<file path="src/rtl/norm_shift_ctrl.sv">
// norm_shift_ctrl: sequential leading-one detector driving the
// normalization barrel shifter. Scans CHUNK bits per cycle from the MSB.
// Optional clamp feature: define NORM_SHIFT_CLAMP_EN to add Max_Shift_i
// and Clamp_o (shift limited to Max_Shift_i for left results).
module norm_shift_ctrl #(
   parameter int SWR   = 26,
   parameter int EW    = 8,
   parameter int CHUNK = 4
) (
   input  logic           clk,
   input  logic           rst,
   input  logic           load_i,
   input  logic [SWR-1:0] Add_Subt_result_i,
   input  logic           Add_overflow_i,
`ifdef NORM_SHIFT_CLAMP_EN
   input  logic [EW-1:0]  Max_Shift_i,
   output logic           Clamp_o,
`endif
   output logic           ready_o,
   output logic           done_o,
   output logic [EW-1:0]  Shift_Value_o,
   output logic           Left_Right_o,
   output logic           Bit_Shift_o,
   output logic           Zero_flag_o
);

   localparam int N   = (SWR + CHUNK - 1) / CHUNK;
   localparam int PW  = N * CHUNK;
   localparam int PAD = PW - SWR;
   localparam int IW  = (N > 1) ? $clog2(N) : 1;

   typedef enum logic [1:0] {IDLE, SCAN, DONE} state_t;

   state_t           state, state_nxt;
   logic [PW-1:0]    wreg;
   logic [EW-1:0]    cnt;
   logic [IW-1:0]    idx;
   logic [CHUNK-1:0] top;
   logic             hit;
   logic             last;
   logic [EW-1:0]    pos;
   logic [EW-1:0]    lz;
   logic [EW-1:0]    sv_norm;
`ifdef NORM_SHIFT_CLAMP_EN
   logic [EW-1:0]    max_q;
   logic             clamp_norm;
`endif

   assign ready_o = (state == IDLE);
   assign done_o  = (state == DONE);

   // Chunk examination: first-one position counted from the chunk MSB.
   always_comb begin
      top  = wreg[PW-1 -: CHUNK];
      hit  = |top;
      last = (idx == IW'(N - 1));
      pos  = '0;
      // Ascending loop: highest set bit is assigned last and wins.
      for (int i = 0; i < CHUNK; i++)
         if (top[i]) pos = EW'(CHUNK - 1 - i);
      lz = cnt + pos;
`ifdef NORM_SHIFT_CLAMP_EN
      clamp_norm = (lz > max_q);
      sv_norm    = clamp_norm ? max_q : lz;
`else
      sv_norm    = lz;
`endif
   end

   // State register.
   always_ff @(posedge clk or negedge rst) begin
      if (!rst) state <= IDLE;
      else      state <= state_nxt;
   end

   // Next-state logic; overflow bypasses the scan entirely.
   always_comb begin
      state_nxt = state;
      case (state)
         IDLE:    if (load_i) state_nxt = Add_overflow_i ? DONE : SCAN;
         SCAN:    if (hit || last) state_nxt = DONE;
         DONE:    state_nxt = IDLE;
         default: state_nxt = IDLE;
      endcase
   end

   // Datapath: scan register, counter and the held shift-control outputs.
   always_ff @(posedge clk or negedge rst) begin
      if (!rst) begin
         wreg          <= '0;
         cnt           <= '0;
         idx           <= '0;
         Shift_Value_o <= '0;
         Left_Right_o  <= 1'b0;
         Bit_Shift_o   <= 1'b0;
         Zero_flag_o   <= 1'b0;
`ifdef NORM_SHIFT_CLAMP_EN
         max_q         <= '0;
         Clamp_o       <= 1'b0;
`endif
      end else begin
         case (state)
            IDLE: if (load_i) begin
               // Low side zero-padded so padding never produces a hit.
               wreg <= PW'(Add_Subt_result_i) << PAD;
               cnt  <= '0;
               idx  <= '0;
`ifdef NORM_SHIFT_CLAMP_EN
               max_q <= Max_Shift_i;
`endif
               if (Add_overflow_i) begin
                  Shift_Value_o <= EW'(1);
                  Left_Right_o  <= 1'b0;
                  Bit_Shift_o   <= 1'b1;
                  Zero_flag_o   <= 1'b0;
`ifdef NORM_SHIFT_CLAMP_EN
                  Clamp_o       <= 1'b0;
`endif
               end
            end
            SCAN: begin
               if (hit) begin
                  Shift_Value_o <= sv_norm;
                  Left_Right_o  <= 1'b1;
                  Bit_Shift_o   <= 1'b0;
                  Zero_flag_o   <= 1'b0;
`ifdef NORM_SHIFT_CLAMP_EN
                  Clamp_o       <= clamp_norm;
`endif
               end else begin
                  cnt  <= cnt + EW'(CHUNK);
                  wreg <= wreg << CHUNK;
                  idx  <= idx + 1'b1;
                  if (last) begin
                     Shift_Value_o <= '0;
                     Left_Right_o  <= 1'b1;
                     Bit_Shift_o   <= 1'b0;
                     Zero_flag_o   <= 1'b1;
`ifdef NORM_SHIFT_CLAMP_EN
                     Clamp_o       <= 1'b0;
`endif
                  end
               end
            end
            default: ;
         endcase
      end
   end

endmodule

</file>
<file path="config.mk">
export PLATFORM = sky130hd
export DESIGN_NAME = norm_shift_ctrl
export DESIGN_NICKNAME = d
export VERILOG_FILES = /design/src/rtl/norm_shift_ctrl.sv
export SDC_FILE = /design/constraint.sdc
export NUM_CORES = 1
export LEC_CHECK = 0
export CORE_ASPECT_RATIO = 0.9
export CORE_MARGIN = 5
export CORE_UTILIZATION = 50
export CTS_BUF_LIST = sky130_fd_sc_hd__clkbuf_16
export DETAILED_ROUTE_END_ITERATION = 8
export PLACE_DENSITY = 0.84
export RECOVER_POWER = 25
export SYNTH_ARGS = -nofsm -noshare
export SYNTH_HDL_FRONTEND = slang
export SYNTH_SLANG_ARGS = --single-unit
</file>
<file path="constraint.sdc">
create_clock -name clk -period 6.1 [get_ports clk]
set_clock_uncertainty 0.2 [all_clocks]
set_input_delay 1.22 -clock clk [delete_from_list [all_inputs] [get_ports clk]]
set_output_delay 1.22 -clock clk [all_outputs]
set_load 0.1 [all_outputs]
</file>
# == Word-level counts from Yosys, hierarchy flattened ==
# Cells that the tools add are included.
# totals
register_bits,52
word_cells,60
# classes
add_sub_neg,3
eq_ne,8
n_mux,34
reduce_logical,7
# op_table
cell,count
$mux 28,2
$pmux 28 s2,1
$mux 8,6
$pmux 8 s2,2
$mux 2,7
$mux 1,9
$add 8x3->8 const B,1
$add 8x8->8,1
$ne 2x2->1 const B,4
$mux 3,2
$pmux 1 s2,3
$pmux 3 s2,1
$pmux 2 s2,1
$reduce_and 4->1,1
$reduce_or 4->1,1
$add 3x1->3 const B,1
$eq 3x3->1 const B,1
$ne 3x3->1 const B,1
$reduce_and 3->1,1
$eq 2x1->1 const B,1
$eq 2x2->1 const B,1
$logic_not 2->1,1
$reduce_and 2->1,1
$reduce_bool 2->1,1
$logic_or 1x1->1,1

# == Longest topological paths before layout ==
# Gate-level depths: netlist of the first run.
# logic_depth
word_depth,7
mapped_depth,7
depth_no_buf,6

# == Worst setup path after synthesis of the first run ==
# Ideal clock, no wire load.
# synth_path
kind,register to output
startpoint,reg state[1]
endpoint,out done_o
t_arrival_ps,1851
required_ps,4680
slack_ps,2829
stages_incl_launch_ff,3
path_cell_list,dfrtp_1 -> buf_2 -> nor2b_1
# synth_between
elab_chain_len,1
# synth_rtl
item,line_no,rtl
from (decl),34,"state_t state, state_nxt;"
from (signal assigned),73,else state <= state_nxt;
$eq 2x2->1,50,assign done_o = (state == DONE);
to (decl),20,"output logic done_o,"
# No other way between the ends.

# == Final worst setup path of the first run ==
# Ends and elaborated chain as after synthesis.

==> results of run 1 <==
## area by class of cell
cell class / count / area, um2
clock inverter: 3 / 15.0
multi-input combinational: 136 / 1060
inverter: 5 / 18.8
timing repair buffer: 44 / 429
sequential: 48 / 1200
tap: 62 / 77.6
fill: 353 / 1570
clock buffer: 5 / 125
## stage by stage
| step | instances | utilization | setup WS (ns) | power (mW) | area (um2) |
|---|---|---|---|---|---|
| after floorplan | 201 | - | 2.83 | 1.05 | 2350 |
| after global placement | 295 | 0.620 | 2.65 | 1.16 | 2780 |
| after detailed placement | 295 | 0.620 | 2.60 | 1.18 | 2780 |
| after CTS | 303 | 0.651 | 2.54 | 1.45 | 2920 |
| after global routing | 303 | 0.651 | 2.21 | 1.52 | 2920 |
| final | 303 | 0.651 | 2.54 | 1.45 | 2920 |
## critical path, cell delays in order (launching register included)
cell,delay (ns)
dfrtp_1,0.55
nor2b_1,0.18
clkdlybuf4s50_1,1.14
## routing by layer
layer  track usage  wire, um  vias to the layer above
met1         0.225      2120                      818
met3        0.0419       220                       13
li1              -         -                      792
met4        0.0793       138                        0
met2         0.268      2350                       43
met5             0         0                        -
## state kept, by name (all words and copies together) (netlist names)
| name | count |
|---|---|
| Left_Right_o | 1 |
| cnt | 6 |
| Bit_Shift_o | 1 |
| wreg | 26 |
| Zero_flag_o | 1 |
| Shift_Value_o | 8 |
| idx | 3 |
| state | 2 |
## cells by family (layout without fill, tap and decap cells)
kind of cell	after synthesis	count (layout)
compound gates	32	32
buf+inv	17	57
simple gates	51	51
xor+xnor	3	3
mux	45	45
other cells	1	1
flops	48	48
fa+ha+maj	4	4
## path summary, 6_finish.rpt
| path | startpoint | endpoint | slack, ns | depth (start not counted) |
|---|---|---|---|---|
| hold reg to reg | Left_Right_o$_DFFE_PN0P_ | Left_Right_o$_DFFE_PN0P_ | 0.28 | 1 |
| hold / removal | Left_Right_o$_DFFE_PN0P_ | Left_Right_o$_DFFE_PN0P_ | 0.28 | 1 |
| setup reg to reg | state[0]$_DFFE_PN0P_ | wreg[16]$_DFFE_PN0P_ | 3.77 | 3 |
| min in group asynchronous | rst | Shift_Value_o[5]$_DFFE_PN0P_ | 1.48 | 1 |
| max in group asynchronous | rst | wreg[25]$_DFFE_PN0P_ | 2.82 | 1 |
| setup / recovery | state[1]$_DFFE_PN0P_ | done_o | 2.54 | 2 |
## layout by cell type, fill, tap and decap left out, types with 5 or more instances in the layout
| cell type | instances |
|---|---|
| dfrtp_1 | 48 |
| clkdlybuf4s50_1 | 40 |
| mux2_2 | 35 |
| nand2_1 | 21 |
| o21ai_0 | 11 |
| mux2i_1 | 9 |
| a22o_1 | 7 |
| inv_1 | 6 |
| nor2_1 | 5 |
| nand2b_1 | 5 |
| a21oi_1 | 5 |
| clkbuf_16 | 5 |
## where the power goes
| part | internal [mW] | total [mW] | switching [mW] |
|---|---|---|---|
| Combinational | 0.259 | 0.656 | 0.397 |
| Sequential | 0.437 | 0.528 | 0.0911 |
| Clock | 0.149 | 0.262 | 0.113 |
| Total | 0.845 | 1.45 | 0.600 |
==> impl_metrics.tcl, run 1 <==
set metrics [dict create \
    syn_inst 201 \
    cts_hold_buf 0 \
    synth-edff-count 0 \
    end_kind "primary output" \
    grt_max_degree 49 \
    ios 43 \
    async_flop_share 1.00 \
    nets 274 \
    hold_ws_ns 0.281 \
    min_period_ns 3.56 \
    setup_viol 0 \
    cts_tree "built" \
    ys_warn_count 0 \
    synth_top_family_by_area "multiplexers" \
    worstSetupPathType "flop to primary output" \
    ys_ff_latch 48 \
    max-vdd-ir-drop_uv 254 \
    core_um2 4490 \
    synthTopCellsByCount "dfrtp_1, mux2_2, nand2_1, o21ai_0, mux2i_1" \
    cts_root_buf "clkbuf_16" \
    yosys-top-cells-area "dfrtp_1, mux2_2, mux2i_1, nand2_1, a22o_1" \
    power.density_nw_per_um2 494 \
    cp-start-kind "flop" \
    dieArea_um2 6170 \
    grt_pass1_wl_mm 7.88 \
    core.rowCount 23 \
    drtPass1Iterations 4 \
    fmax_ghz 0.281 \
    drive_above_1_share 0.195 \
    failed_checks "max-capacitance violations, max-slew violations" \
    synth_compound_area_frac 0.0958 \
    synth_ff_type "dfrtp_1" \
    avgSynthCellArea_um2 11.7 \
    synthMuxAreaShare 0.211 \
    clock_latency_ns 0.29 \
    syn2layout_area_growth_pct 24.4 \
    rsz0062_at_grt "false" \
    max_cap_violations 1 \
    cts_setup_buffers 0 \
    drc 0 \
    synth-simple-area-share 0.108 \
    synth.distinct_cells 37 \
    cts_sinks 48 \
    grt_pass1_vias 1672 \
    gp_congestion 0.781 \
    numCtsBuffers 5 \
    yosys.area.top_type "dfrtp_1" \
    floorplan.initialDensity 0.523 \
    fin_crit_sh 0.584 \
    drtIter0Drc 133 \
    synth_xor_area_frac 0.0112 \
    synth_most_common_cell "dfrtp_1" \
    cts.path.max_buffers 2 \
    synthesis.nets 235 \
    synth_seq_area_share 0.511 \
    via_per_inst 5.50 \
    finalHoldViolations 0 \
    finalMaxSlewViolations 49 \
    min_path_type "flop to flop" \
    dp_hpwl_mm 3.41 \
    ctsResizeCount 0 \
    die_width_um 82.3 \
    die_h_um 75.0 \
    via_count 1666 \
    status "finished with violations" \
    slew-limit-headroom -0.635 \
    synth-adder-area-share 0.0213 \
    synth_area_um2 2350 \
    wl_mm 4.83 \
    portBuffers 42 \
    tightest_slew_ns 2.45 \
    required_ns 4.68 \
    antenna_cells 0 \
    grtUsageTotal 0.171 \
    overflow 0 \
    antenna_found_initial 0 \
    wire_per_inst_um 15.9 \
    htreeDepth 2 \
    synth_top_cell_area_share 0.511 \
    arrival_ns 2.14 \
    path_clk_slew_ns 0.06 \
    critPathMaxFanout 11 \
    leakage_nw 1.24 \
    finalSetupTns_ns 0 \
    antenna_left 0 \
]
Note: power is estimated with default switching activity, not from simulation.
==> run 2, diff against run 1 <==
- CORE_UTILIZATION: 50 -> 47
- PLACE_DENSITY: 0.84 -> 0.83
- clock period: 6.1 -> 3.1 ns (I/O delays scaled with it)
==> run 2 against run 1 <==
Net effect: via count down 1.9%; the flow now finishes without violations; global-route usage fell by 1.7 points; non-clock buffer count rose by 4; routed wire length down 3.5%; total power up 94%; critical path depth increased by 1; final cell count up 1.3%; hold slack improved by 0.0091 ns; first-iteration DRC count is 27% lower; register-to-register slack got worse by 3.0 ns; cell area fell by 0.56%; largest power group unchanged.
==> impl_metrics.tcl, run 2 (synthesis gave the netlist of run 1 again) <==
set metrics [dict create \
    timing.rr.start "wreg[26]$_DFFE_PN0P_" \
    via_per_inst 5.32 \
    status "completed" \
    grt_pass1_wl_mm 8.17 \
    finalHoldViolations 0 \
    grt_max_degree 26 \
    tightest_slew_ns 1.29 \
    seqPwrFrac 0.368 \
    via_count 1634 \
    die_width_um 84.5 \
    detailed_place.area_um2 2790 \
    cts.path.max_buffers 2 \
    max-vdd-ir-drop_uv 538 \
    cts_tree "built" \
    leakage_nw 1.27 \
    ctsResizeCount 0 \
    antenna_found_initial 0 \
    drc 0 \
    ios 43 \
    antenna_left 0 \
    critPathMaxFanout 20 \
    power.density_nw_per_um2 965 \
    core.rowCount 24 \
    r2r.worst_path.cells 3 \
    dp_hpwl_mm 3.46 \
    fillerInstances 417 \
    floorplan.initialDensity 0.486 \
    cts_hold_buf 0 \
    cp-start-kind "flop" \
    post-route-util 0.601 \
    hold_path.startpoint "Left_Right_o$_DFFE_PN0P_" \
    largest-register "wreg" \
    end_kind "flop" \
    worstSetupPathType "flop to flop" \
    die_h_um 77.1 \
    cts_sinks 48 \
    wl_mm 4.66 \
    intPower_mw 1.66 \
    clockPowerShare 0.174 \
    grtUsageTotal 0.155 \
    reg_top3 "wreg (26), Shift_Value_o (8), cnt (6)" \
    path_clk_slew_ns 0.06 \
    antenna_cells 0 \
    required_ns 3.06 \
    drive_above_1_share 0.260 \
    portBuffers 42 \
    dp_cells 302 \
    htreeDepth 2 \
    max_cap_violations 0 \
    p_sw_mw 1.15 \
    finalMaxSlewViolations 0 \
    design_area_um2 2910 \
    gp_congestion 0.815 \
    largest_reg_flops 26 \
    cts_root_buf "clkbuf_16" \
    syn2layout_area_growth_pct 23.7 \
    holdPathStages 1 \
    final_common_cell "dfrtp_1" \
    overflow 0 \
    final_cells 307 \
    fin_crit_sh 0.740 \
    core_um2 4830 \
    drtPass1Iterations 4 \
    combPwrFrac 0.458 \
    dieArea_um2 6520 \
    p_sw_frac 0.409 \
    min_path_type "flop to flop" \
    cts_setup_buffers 0 \
    layout_common_cells "dfrtp_1, mux2_2, clkdlybuf4s50_1, nand2_1, buf_4" \
    seqCellArea_um2 1200 \
    multiInputGateArea_um2 1060 \
    slew-limit-headroom 0.139 \
    drtIter0Drc 97 \
    arrival_ns 2.26 \
    min_period_ns 2.30 \
    rsz0062_at_grt "false" \
    nets 278 \
    finalSetupTns_ns 0 \
    clock_latency_ns 0.28 \
    wire_per_inst_um 15.2 \
    fmax_ghz 0.436 \
    setup_viol 0 \
    grt_pass1_vias 1711 \
    numCtsBuffers 5 \
    startpoint "wreg[26]$_DFFE_PN0P_" \
]
## run 2: cell count changes in the layout (fill, tap and decap cells not counted), sizes merged
cell,change
buf,+16
clkbuf,+1
clkdlybuf4s50,-12
clkinv,-1
clkinvlp,-1
dlygate4sd3,-1
inv,-1
## run 2: path summary, 6_finish.rpt
| path | to | slack (ns) |
|---|---|---|
| max in group asynchronous | idx[0]$_DFFE_PN0P_ | 1.04 |
| min in group asynchronous | cnt[3]$_DFFE_PN0P_ | 0.40 |
| setup / recovery | wreg[16]$_DFFE_PN0P_ | 0.80 |
| hold reg to reg | Left_Right_o$_DFFE_PN0P_ | 0.29 |
| setup reg to reg | wreg[16]$_DFFE_PN0P_ | 0.80 |
| hold / removal | Left_Right_o$_DFFE_PN0P_ | 0.29 |
## run 2: final cells by class
type,instances,share of cell area
inverter,5,0.00646
sequential,48,0.413
multi-input combinational,136,0.363
clock buffer,5,0.0430
tap,65,0.0280
timing repair buffer,48,0.146
## run 2: routing by layer
metal	global-route usage	share of wire	wire (um)	vias to the layer above
met2	0.243	0.47	2190	43
met4	0.0301	0.012	56	0
met5	0	0	0	-
li1	-	-	-	797
met1	0.211	0.46	2140	789
met3	0.0482	0.057	268	5
## run 2: through the flow
stage / hold slack, ns / worst slack, ns / power (mW)
floorplan: 0.124 / 0.429 / 2.06
global placement: 0.270 / 0.554 / 2.29
detailed placement: 0.280 / 0.528 / 2.33
CTS: 0.137 / 0.794 / 2.83
global route: 0.325 / 0.655 / 2.99
finish: 0.290 / 0.805 / 2.80
## run 2: critical path, stage by stage, from the launching register on
cell	delay (ns)
dfrtp_1	0.42
or4_4	0.61
o21ai_4	0.53
mux2_2	0.41
## run 2: power groups by stage
| stage | clock (mW) | combinational (mW) | sequential [mW] |
|---|---|---|---|
| finish | 0.488 | 1.29 | 1.03 |
| global route | 0.535 | 1.39 | 1.07 |
| CTS | 0.502 | 1.30 | 1.03 |
| detailed placement | 0 | 1.30 | 1.04 |
| global placement | 0 | 1.27 | 1.03 |
| floorplan | 0 | 0.888 | 1.17 |
